<file path="config.mk">
export PLATFORM = sky130hd
export DESIGN_NAME = instr_fetch
export DESIGN_NICKNAME = d
export VERILOG_FILES = /design/src/rtl/instr_fetch.sv
export SDC_FILE = /design/constraint.sdc
export NUM_CORES = 1
export LEC_CHECK = 0
export CAP_MARGIN = 20
export CORE_AREA = 10 10 134 87
export CTS_BUF_LIST = sky130_fd_sc_hd__clkbuf_8 sky130_fd_sc_hd__clkbuf_16
export DETAILED_ROUTE_END_ITERATION = 7
export DIE_AREA = 0 0 144 97
export GPL_TIMING_DRIVEN = 1
export PLACE_DENSITY = 0.75
export REMOVE_ABC_BUFFERS = 1
export SYNTH_ARGS = -nofsm -noshare
export SYNTH_HDL_FRONTEND = slang
export SYNTH_SLANG_ARGS = --single-unit
export TNS_END_PERCENT = 20
</file>
<file path="constraint.sdc">
create_clock -name clk -period 1.6 [get_ports clk]
set_input_delay 0.32 -clock clk [delete_from_list [all_inputs] [get_ports clk]]
set_output_delay 0.32 -clock clk [all_outputs]
set_load 0.02 [all_outputs]
</file>
<file path="src/rtl/instr_fetch.sv">
// Instruction fetch unit: issues one dual-word read per instruction, holds the
// fetched {opcode, immediate} pair until the core retires it, then refetches.
module instr_fetch #(
    parameter logic [15:0] RESET_VECTOR = 16'h0000
) (
    input  logic        clk,
    input  logic        rst,
    input  logic [31:0] next_ptr_i,
    input  logic        advance_i,
    output logic        mem_req_o,
    output logic [15:0] mem_addr0_o,
    output logic [15:0] mem_addr1_o,
    input  logic        mem_gnt_i,
    input  logic        mem_rvalid_i,
    input  logic [15:0] mem_rdata0_i,
    input  logic [15:0] mem_rdata1_i,
    output logic [31:0] instr_o,
    output logic [15:0] instr_ptr_o,
    output logic        instr_valid_o
);

    localparam logic [15:0] RESET_VECTOR_P1 = RESET_VECTOR + 16'd1;

    typedef enum logic [1:0] {
        S_BOOT,
        S_REQ,
        S_WAIT,
        S_VALID
    } state_t;

    state_t      state;
    state_t      state_next;
    logic        capture;
    logic        load_ptr;
    logic [15:0] ptr0;
    logic [15:0] ptr1;

    // NOTE: sequential state uses non-blocking assignments so every register
    // samples pre-edge values regardless of process evaluation order.
    always_ff @(posedge clk) begin
        if (rst) begin
            state <= S_BOOT;
        end else begin
            state <= state_next;
        end
    end

    // NOTE: every output of this block gets a default first, so no path can
    // leave a signal unassigned and infer a latch.
    always_comb begin
        state_next = state;
        capture    = 1'b0;
        load_ptr   = 1'b0;
        mem_req_o  = 1'b0;
        unique case (state)
            S_BOOT: begin
                state_next = S_REQ;
            end
            S_REQ: begin
                mem_req_o = 1'b1;
                // rvalid only counts together with, or after, its grant
                if (mem_gnt_i) begin
                    if (mem_rvalid_i) begin
                        capture    = 1'b1;
                        state_next = S_VALID;
                    end else begin
                        state_next = S_WAIT;
                    end
                end
            end
            S_WAIT: begin
                if (mem_rvalid_i) begin
                    capture    = 1'b1;
                    state_next = S_VALID;
                end
            end
            S_VALID: begin
                if (advance_i) begin
                    load_ptr   = 1'b1;
                    state_next = S_REQ;
                end
            end
            default: begin
                state_next = S_BOOT;
            end
        endcase
    end

    always_ff @(posedge clk) begin
        if (rst) begin
            ptr0        <= RESET_VECTOR;
            ptr1        <= RESET_VECTOR_P1;
            instr_o     <= '0;
            instr_ptr_o <= RESET_VECTOR;
        end else begin
            if (load_ptr) begin
                ptr0 <= next_ptr_i[31:16];
                ptr1 <= next_ptr_i[15:0];
            end
            if (capture) begin
                instr_o     <= {mem_rdata0_i, mem_rdata1_i};
                instr_ptr_o <= ptr0;
            end
        end
    end

    assign mem_addr0_o   = ptr0;
    assign mem_addr1_o   = ptr1;
    assign instr_valid_o = (state == S_VALID);

endmodule

</file>
[Yosys cells after proc, flatten, opt, wreduce, memory -nomap -nowiden]
Index checks and enable logic that the tools add are counted.
W data, S select, Z words.
Storage, ports and cells
  register bits: 82
  bits of input ports: 69
  output and inout port bits: 82
Operators by class
  eq/ne operators: 6
  muxes and demuxes: 11
  reductions and logical operators: 2
Operators with widths (number)
  $pmux W2 S4: 1
  $mux W1: 6
  $mux W2: 3
  $ne A2 B2 Y1 const B: 3
  $eq A2 B2 Y1 const B: 2
  $reduce_and A3 Y1: 1
  $eq A2 B1 Y1 const B: 1
  $logic_not A2 Y1: 1
  $pmux W1 S2: 1

[Depth between registers and ports, before layout]
Gate-level depths: netlist of run 1.
  depth after elaboration: 3
  gate-level depth with buffers: 7
  gate-level depth less buffers: 5

[Worst setup path before layout of run 1]
Ideal clock, no wire load.
  path kind: reg-to-reg
  from: register state[1]
  to: register state[0]
  setup time: 121 ps
  arrival: 1474 ps
  required time: 1479 ps
  setup slack: 6 ps
  stages on the path, launching flop included: 5
  path buffers: 0
  clock period less this slack: 1594 ps
  cell sequence: dfxtp_1 > inv_1 > ha_1 > a222oi_1 > mux2_2
Between the ends
  longest elaborated chain between the ends: 3
  elaborated cells on any way between the ends: 9
  classes of those cells: 6 x eq/ne; 1 x mux; 2 x reduce/logical
Ends and longest elaborated chain
  from (decl): line 31  | state_t state;
  from (signal assigned): line 44  | state <= state_next;
  $eq A2 B2 Y1 / $eq A2 B1 Y1 (equally long branches): line 55  | unique case (state)
  $ne A2 B2 Y1 (no line)
  $reduce_and A3 Y1 (no line)
Parallel ways exist; a longest one is shown, timed or not.
A chain may end at the register's enable or synchronous reset.

[Worst setup path in the final report of run 1]
  from: register state[1]
  to: register instr_o[16]
Between the ends
  longest elaborated chain between the ends: 2
  elaborated cells on any way between the ends: 3
  classes of those cells: 2 x eq/ne; 1 x mux
Ends and longest elaborated chain
  $eq A2 B2 Y1 / $eq A2 B1 Y1 (equally long branches): line 55
  $pmux W1 S2 *: line 55
  to (signal assigned): line 101  | instr_o <= {mem_rdata0_i, mem_rdata1_i};
  to (decl): line 17  | output logic [31:0] instr_o,
Every way passes the cells marked *; elsewhere a longest branch is shown, timed or not.

==> results of run 1 <==
area by class of cell:
type | count | area share (%)
timing repair buffer | 169 | 30.4
multi-input combinational | 256 | 30.4
sequential | 82 | 30.2
clock buffer | 9 | 4.12
tap | 116 | 2.66
clock inverter | 5 | 1.79
inverter | 5 | 0.389
cells by family after synthesis:
kind of cell / share of synthesized area (%)
and+or+nand+nor: 25.9
DFF: 48.1
muxes: 14.7
AOI/OAI and AO/OA: 5.21
buffers and inverters: 4.58
adders and majority gates: 1.47
layout by cell type (no fill, tap or decap), types with 2 or more instances in the layout:
cell and instances:
mux2_2 2, buf_6 3, nor2_1 4, inv_2 2, buf_4 9, clkdlybuf4s50_1 67
buf_12 4, mux2i_1 48, nand2b_1 96, clkbuf_16 12, bufinv_16 3, dlymetal6s2s_1 2
a21oi_1 31, ha_4 3, inv_1 4, dfxtp_4 2, clkdlybuf4s15_2 2, dfxtp_1 80
dlygate4sd2_1 78, nand2_1 65
worst paths after layout:
| kind | slack [ns] | to | depth (start not counted) | start |
|---|---|---|---|---|
| worst max-delay path | 0.07 | instr_o[16] | 6 | state[1] |
| worst min-delay path | 0.34 | mem_addr1_o[15] | 2 | rst |
| worst max register to register | 0.07 | instr_o[16] | 6 | state[1] |
| worst min register to register | 0.45 | mem_addr1_o[15] | 2 | mem_addr1_o[15] |
critical path: cells and delay by family (launching register included):
family / cells / cell delay [ns]
adders and majority gates: 1 / 0.23
DFF: 1 / 0.35
buffers and inverters: 3 / 0.54
and+or+nand+nor: 1 / 0.14
muxes: 1 / 0.20
cell usage after synthesis:
cell type,number
inv_2,1
nor3_2,1
nand2_1,65
nand3b_1,1
clkbuf_1,13
nor2_1,4
ha_1,4
mux2i_1,48
a222oi_1,1
dfxtp_1,82
buf_2,8
buf_4,2
mux2_2,2
and2_1,1
a21oi_1,32
inv_1,4
a211oi_1,1
nand2b_1,96
buf_6,3
state kept, by name (all words and copies together), names as in the netlist:
register,flops
state,2
instr_o,32
mem_addr0_o,16
instr_ptr_o,16
mem_addr1_o,16
timing repair:
action,in CTS,in global routing
gates resized for setup,86,15
cloned,0,4
pin swaps,1,2
endpoints found under the setup margin,130,53
setup buffers,1,1
power by group through the flow:
| stage | Sequential, uW | Clock (uW) | Combinational, uW |
|---|---|---|---|
| after floorplan | 2490 | 0 | 543 |
| after global placement | 2330 | 0 | 1390 |
| after detailed placement | 2330 | 0 | 1420 |
| after CTS | 2290 | 2330 | 1350 |
| after global routing | 2330 | 2410 | 1610 |
| final | 2310 | 2260 | 1500 |
per-stage QoR:
step                instance area (um2)  power [uW]
finish                             5460        6070
floorplan                          3270        3030
detailed placement                 5080        3760
CTS                                5320        5970
global placement                   5080        3720
global route                       5460        6350
metal layers:
metal  vias up  global-route usage (%)
li1       1497                       -
met1      1334                    16.1
met2       101                    21.2
met3         8                    8.09
met4         0                    3.57
met5         -                       0
==> flow_summary_export.csv, run 1 <==
group,metric,value,unit
sta,post-route-period-util,95.8,%
route,wl_met1,4.51,mm
clocking,root_buffer,"clkbuf_16",
power,swShare,26.2,%
global_route,overflow,0,
global_route,grt_pass1_wl,15.7,mm
flow_run,drv_cap,0,
placed_design,port_buffers,150,
worst_setup_path,critPathMaxFanout,7,
sta,timing.hold.ws,0.345,ns
worst_setup_path,path_cells,"buf_4, ha_4, nor3_4, buf_6, clkbuf_16, mux2i_1",
sta,rsz0062_at_grt,"false",
sta,fmax,652,MHz
placed_design,place_congestion,0.764,
route,routed.top_layer,"met4",
clocking,cts_tree,"yes",
die,num_io_pins,151,
finish,regArea,1650,um2
finish,area_growth,60.1,%
finish,fillCellCount,811,
clocking,hold_buffers,0,
clocking,cts_made_buffers,9,
worst_setup_path,slowest_delay,0.35,ns
clocking,htree_num_levels,3,
power,p_sw,1590,uW
min_path,hold_class,"in2reg",
sta,drv_slew,0,
logic_synthesis,synth_cells,369,
route,drc_errors,0,
clocking,clk_latency,0.33,ns
die,row_count,27,
sta,maxSlewHeadroom,70.8,%
power,p_per_area,1110,nW/um2
worst_setup_path,crit_slowest_cell,"dfxtp_4",
route,drt_iter0_drc,55,
route,wl_per_cell,16.0,um
route,routed-via-count,2940,
route,dr_wl_met2,4.50,mm
logic_synthesis,synth_top_area_share,48.1,%
route,drtPass1Iterations,4,
finish,nNetsFinal,596,
logic_synthesis,synth_area_leaders,"dfxtp_1 (48%), nand2b_1 (18%), mux2i_1 (14%)",
power,p_comb_share,24.7,%
sta,setup_violations,0,
placed_design,dp_hpwl,7.37,mm
global_route,grt_pass1_vias,2969,
finish,final_cells,642,
logic_synthesis,yosysTopAreaCell,"dfxtp_1",
sta,setup_slack,0.0673,ns
die,die_x,144,um
sta,fin_worst_skew,0.00317,ns
die,die-area,14000,um2
power,vdd.ir_drop.worst,0.516,mV
clocking,cts_buffer_depth,2,
clocking,clock_sinks,82,
logic_synthesis,ys_ff_latch,82,
die,core,9090,um2
die,initial_core_util,37.5,%
sta,worst_pin_slew,0.438,ns
sta,hold_viol,0,
global_route,antenna_found_initial,0,
sta,finalSetupTns,0,ns
worst_setup_path,endpoint_kind,"flip-flop",
finish,multi_input_area,1660,um2
logic_synthesis,syn_area,3410,um2
logic_synthesis,yosysSeqAreaShare,48.1,%
route,routed_wirelength,10.3,mm
clocking,clk_pin_slew,0.06,ns
route,viasPerCell,4.58,
die,die-height,97,um
worst_setup_path,cp-start-kind,"flip-flop",
power,p_leak,0.00232,uW
sta,fin_crit,1.53,ns
logic_synthesis,syn_area_per_cell,9.25,um2
placed_design,dp.cells,623,
placed_design,pre_cts_slack,-0.238,ns
finish,drive_above_1_share,8.75,%
worst_setup_path,crit_required,1.85,ns
global_route,grt_max_degree,70,
power,p_clk_share,37.2,%
worst_setup_path,path_class,"reg2reg",
finish,insertedDiodeCount,0,
worst_setup_path,critical_path_arrival,1.78,ns
logic_synthesis,ys_warn_count,0,
finish,finish.utilization,60.1,%
power,p_seq_share,38.1,%
logic_synthesis,synth.distinct_cells,19,
global_route,grt.total_usage,13.8,%
power,p_int,4480,uW
route,ant_nets,0,
status,status,"finished clean",
route,wl_met3,1.18,mm
Note: power is estimated with default switching activity, not from simulation.
==> run 2: changes to the inputs <==
--- a/config.mk
+++ b/config.mk
@@ -5,11 +5,12 @@
 export SDC_FILE = /design/constraint.sdc
 export NUM_CORES = 1
 export LEC_CHECK = 0
+export ABC_CLOCK_PERIOD_IN_PS = 1600
 export CAP_MARGIN = 20
-export CORE_AREA = 10 10 134 87
+export CORE_AREA = 2 2 126 79
 export CTS_BUF_LIST = sky130_fd_sc_hd__clkbuf_8 sky130_fd_sc_hd__clkbuf_16
 export DETAILED_ROUTE_END_ITERATION = 7
-export DIE_AREA = 0 0 144 97
+export DIE_AREA = 0 0 128 81
 export GPL_TIMING_DRIVEN = 1
 export PLACE_DENSITY = 0.75
 export REMOVE_ABC_BUFFERS = 1
==> flow_summary_export.csv, run 2 (synthesis results as in run 1) <==
group,metric,value,unit
worst_setup_path,crit_buf_inv,4,
power,p_clk_share,35.3,%
clocking,hold_buffers,0,
power,p_comb_share,25.7,%
sta,rsz0062_at_grt,"true",
clocking,cts_made_buffers,9,
power,vdd.ir_drop.worst,0.756,mV
global_route,gr-usage-met1,22.2,%
finish,regArea,1650,um2
sta,hold_viol,0,
sta,maxSlewHeadroom,82.0,%
sta,finalSetupTns,0,ns
route,routed_wirelength,9.18,mm
clocking,htree_num_levels,3,
die,core,9390,um2
flow_run,drv_cap,0,
finish,nNetsFinal,601,
global_route,antenna_found_initial,0,
route,ant_nets,0,
route,drt_iter0_drc,132,
worst_setup_path,slowest_delay,0.36,ns
sta,fin_worst_skew,0.00670,ns
sta,drv_slew,0,
sta,worst_pin_slew,0.270,ns
finish,final_common_cell,"nand2b_1",
die,die-height,81,um
die,num_io_pins,151,
worst_setup_path,path_class,"reg2reg",
power,p_sw,1680,uW
worst_setup_path,endpoint_kind,"flip-flop",
worst_setup_path,regToRegSetupSlack,0.005,ns
global_route,met2_usage,25.7,%
clocking,root_buffer,"clkbuf_16",
worst_setup_path,crit_start,"state[1]",
worst_setup_path,cp_common_cell,"buf_4",
global_route,grt.total_usage,17.2,%
placed_design,dp_hpwl,6.45,mm
global_route,grt_pass1_wl,14.0,mm
finish,area_growth,61.6,%
power,p_per_area,1080,nW/um2
worst_setup_path,crit_slowest_cell,"dfxtp_4",
power,swShare,28.4,%
power,p_int,4250,uW
clocking,cts_buffer_depth,2,
finish,largest_register_ffs,32,
min_path,min-delay-start,"mem_addr1_o[8]",
route,drtPass1Iterations,4,
route,wl_per_cell,14.1,um
clocking,cts_tree,"yes",
sta,timing.hold.ws,0.453,ns
finish,drive_above_1_share,10.1,%
min_path,hold_end,"mem_addr1_o[8]",
worst_setup_path,cp_top_family,"buffers and inverters",
die,die-area,10400,um2
global_route,grt_pass1_vias,2818,
finish,postLayoutCellArea,5510,um2
worst_setup_path,r2r_end,"instr_o[24]",
worst_setup_path,critical_path_arrival,1.85,ns
finish,largest-register,"instr_o",
clocking,clk_latency,0.33,ns
finish,fillCellCount,838,
min_path,hold_path_depth,2,
sta,fmax,627,MHz
sta,setup_violations,0,
worst_setup_path,critPathMaxFanout,5,
sta,fin_crit,1.59,ns
worst_setup_path,cp-start-kind,"flip-flop",
finish,insertedDiodeCount,0,
clocking,clock_sinks,82,
die,row_count,28,
route,drc_errors,0,
global_route,use_met3,8.30,%
worst_setup_path,worstReg2RegStart,"state[1]",
placed_design,place_congestion,0.773,
die,initial_core_util,36.3,%
worst_setup_path,path_cells,"buf_6, ha_4, nor3_4, buf_4, clkbuf_16, buf_4, mux2i_1",
worst_setup_path,reg2reg_depth,7,
clocking,clk_pin_slew,0.06,ns
status,status,"finished clean",
worst_setup_path,crit_required,1.86,ns
finish,final_cell_mix,"nand2b_1 (96), dfxtp_1 (80), dlygate4sd2_1 (72)",
global_route,grt_most_used_layer,"met2",
finish,multi_input_area,1650,um2
sta,post-route-period-util,99.7,%
die,die_x,128,um
power,p_leak,0.00243,uW
global_route,grt_max_degree,69,
route,viasPerCell,4.55,
power,p_seq_share,39.0,%
global_route,overflow,0,
placed_design,port_buffers,150,
placed_design,dpl_cell_area,5150,um2
route,routed-via-count,2974,
min_path,hold_class,"reg2reg",
==> run 2: metal layers <==
metal	part of all wire, %	wire, um
met5	0	0
met2	42	3870
met1	48	4370
met4	1.0	95
met3	9.2	841
==> run 2: worst max path at each step <==
stage / to / slack (ns) / cells past startpoint
after floorplan: instr_o[0] / -2.29 / 5
after global placement: state[0] / -0.16 / 4
after detailed placement: state[0] / -0.22 / 4
after CTS: instr_o[9] / 0.0001 / 1
after global routing: instr_o[10] / -0.04 / 7
final: instr_o[24] / 0.005 / 7
==> run 2: metrics by stage <==
stage / setup slack (ns) / utilization [%] / total power [uW] / std cells
after floorplan: -2.29 / - / 3030 / 343
after detailed placement: -0.219 / 54.9 / 3790 / 631
final: 0.00528 / 58.7 / 5930 / 653
after global placement: -0.159 / 54.9 / 3750 / 631
after global routing: -0.0417 / 58.7 / 6210 / 653
after CTS: 0.000131 / 57.4 / 5860 / 648
==> run 2: layout make-up <==
cell class	count	share of cell area, %
repair buffers	174	31.5
multi-input cells	256	30.0
flip-flops and latches	82	29.9
clock buffers	9	4.09
well taps	120	2.72
clock inverters	7	1.41
inverters	5	0.340
==> run 2: power groups by stage <==
stage | sequential (uW) | clock (uW) | combinational, uW
5_1_grt | 2330 | 2240 | 1640
2_1_floorplan | 2490 | 0 | 543
3_5_place_dp | 2340 | 0 | 1450
4_1_cts | 2300 | 2140 | 1420
3_3_place_gp | 2330 | 0 | 1420
6_report | 2310 | 2090 | 1530
==> run 2: what timing repair did <==
item	in CTS	in global routing
endpoints found under the setup margin	124	37
cloned	0	2
endpoints found under the hold margin	0	0
setup buffers	1	3
pin swaps	2	1
resized for setup	82	17
==> run 2: tightest hold or removal path, delay by kind of cell, from the launching register on <==
family / cells / cell delay (ns)
compound gates: 1 / 0.05
simple gates: 1 / 0.05
flops: 1 / 0.31
==> run 3: changes to the inputs <==
--- a/config.mk
+++ b/config.mk
@@ -12,7 +12,7 @@
 export DETAILED_ROUTE_END_ITERATION = 7
 export DIE_AREA = 0 0 128 81
 export GPL_TIMING_DRIVEN = 1
-export PLACE_DENSITY = 0.75
+export PLACE_DENSITY_LB_ADDON = 0.12
 export REMOVE_ABC_BUFFERS = 1
 export SYNTH_ARGS = -nofsm -noshare
 export SYNTH_HDL_FRONTEND = slang
==> flow_summary_export.csv, run 3 (synthesis results as in run 1) <==
group,metric,value,unit
worst_setup_path,path_class,"reg2reg",
worst_setup_path,crit_required,1.86,ns
finish,fillCellCount,857,
route,routed_wirelength,8.97,mm
worst_setup_path,critPathMaxFanout,7,
clocking,htree_num_levels,3,
sta,maxSlewHeadroom,80.7,%
worst_setup_path,crit_buf_inv,3,
finish,insertedDiodeCount,0,
global_route,grt_pass1_wl,13.3,mm
min_path,hold_class,"in2reg",
finish,nNetsFinal,594,
clocking,cts_buffer_depth,2,
worst_setup_path,slowest_delay,0.38,ns
clocking,clk_latency,0.33,ns
min_path,hold_end,"state[1]",
sta,setup_slack,0.0712,ns
placed_design,pre_cts_slack,-0.195,ns
sta,fin_crit,1.53,ns
finish,drive_above_1_share,8.97,%
die,die-area,10400,um2
route,viasPerCell,4.46,
power,p_per_area,1080,nW/um2
die,die_x,128,um
sta,hold_viol,0,
global_route,overflow,0,
clocking,root_buffer,"clkbuf_16",
finish,area_growth,61.1,%
placed_design,dpl_cell_area,5070,um2
placed_design,dp_hpwl,5.68,mm
sta,fmax,654,MHz
finish,largest_register_ffs,32,
route,wl_per_cell,13.9,um
sta,drv_slew,0,
worst_setup_path,path_cells,"inv_4, ha_4, nor3_4, buf_6, clkbuf_16, mux2i_1",
sta,fin_worst_skew,0.00501,ns
sta,setup_violations,0,
power,p_clk_share,34.7,%
worst_setup_path,critical_path_arrival,1.79,ns
finish,final_common_cell,"nand2b_1",
flow_run,drv_cap,0,
finish,regArea,1650,um2
die,initial_core_util,36.3,%
worst_setup_path,regToRegSetupSlack,0.07,ns
power,p_comb_share,26.1,%
sta,post-route-period-util,95.5,%
sta,rsz0062_at_grt,"true",
worst_setup_path,r2r_end,"instr_o[22]",
power,swShare,27.1,%
global_route,grt_pass1_vias,2724,
finish,largest-register,"instr_o",
global_route,antenna_found_initial,0,
route,routed-via-count,2872,
finish,multi_input_area,1660,um2
finish,postLayoutCellArea,5500,um2
finish,finish.utilization,58.5,%
clocking,cts_made_buffers,9,
clocking,clock_sinks,82,
worst_setup_path,critical_path_depth,6,
power,vdd.ir_drop.worst,0.597,mV
worst_setup_path,cp_top_family,"buffers and inverters",
min_path,hold_path_depth,3,
clocking,cts_tree,"yes",
power,p_leak,0.00237,uW
min_path,min-delay-start,"rst",
route,drc_errors,0,
power,p_seq_share,39.2,%
worst_setup_path,reg2reg_depth,6,
worst_setup_path,crit_slowest_cell,"dfxtp_4",
global_route,grt.total_usage,16.5,%
die,row_count,28,
worst_setup_path,worstReg2RegStart,"state[0]",
sta,worst_pin_slew,0.290,ns
worst_setup_path,cp-start-kind,"flip-flop",
clocking,clk_pin_slew,0.06,ns
status,status,"finished clean",
route,drtPass1Iterations,4,
worst_setup_path,endpoint_kind,"flip-flop",
placed_design,place_congestion,0.773,
route,ant_nets,0,
power,p_int,4310,uW
die,core,9390,um2
clocking,hold_buffers,0,
die,num_io_pins,151,
die,die-height,81,um
route,drt_iter0_drc,131,
placed_design,port_buffers,150,
power,p_sw,1600,uW
finish,final_cell_mix,"nand2b_1 (96), dfxtp_1 (80), dlygate4sd2_1 (73)",
global_route,grt_max_degree,69,
==> run 3: how the worst max path moves through the flow <==
stage	start	endpoint	slack, ns
floorplan	state[1]	instr_o[0]	-2.29
global placement	mem_gnt_i	state[0]	-0.16
detailed placement	mem_gnt_i	state[0]	-0.20
CTS	state[0]	instr_ptr_o[3]	-0.05
global route	state[0]	instr_ptr_o[15]	-0.01
finish	state[0]	instr_o[22]	0.07
==> run 3: final cells by class <==
cell class                 count  area share [%]
tap                          120            2.73
inverter                       5           0.433
timing repair buffer         167            31.2
clock buffer                  11            4.60
sequential                    82            30.0
clock inverter                 3           0.728
multi-input combinational    256            30.3
==> run 3: repair_timing <==
item,CTS,global route
gates resized for setup,81,22
buffers inserted,2,1
gates cloned,1,4
setup endpoints to repair,111,58
pin swaps,2,3
==> run 3: per-stage QoR <==
stage                     hold WS [ns]  std cells  TNS (ns)  power [uW]
after floorplan                  0.389        343   -110.36        3030
after global placement           0.442        622     -3.73        3710
after detailed placement         0.448        622     -5.38        3730
after CTS                        0.430        639    -0.294        5790
after global routing             0.464        644   -0.0397        6200
final                            0.440        644         0        5910
==> run 3: metal layers <==
layer | routed length (um) | track usage (%) | vias to the layer above
met5 | 0 | 0 | -
met4 | 76 | 5.27 | 0
met3 | 747 | 7.38 | 9
met2 | 3650 | 25.1 | 94
met1 | 4500 | 21.1 | 1284
li1 | - | - | 1485
==> run 3: power by group through the flow <==
stage	clock network [uW]	logic, uW	registers [uW]
after CTS	2120	1380	2290
final	2050	1540	2320
after global placement	0	1380	2330
after global routing	2210	1660	2340
after detailed placement	0	1400	2330
after floorplan	0	543	2490
==> run 3: worst register-to-register path, stage by stage (launching register included) <==
cell       delay (ns)
dfxtp_4          0.38
inv_4            0.05
ha_4             0.22
nor3_4           0.24
buf_6            0.21
clkbuf_16        0.18
mux2i_1          0.19
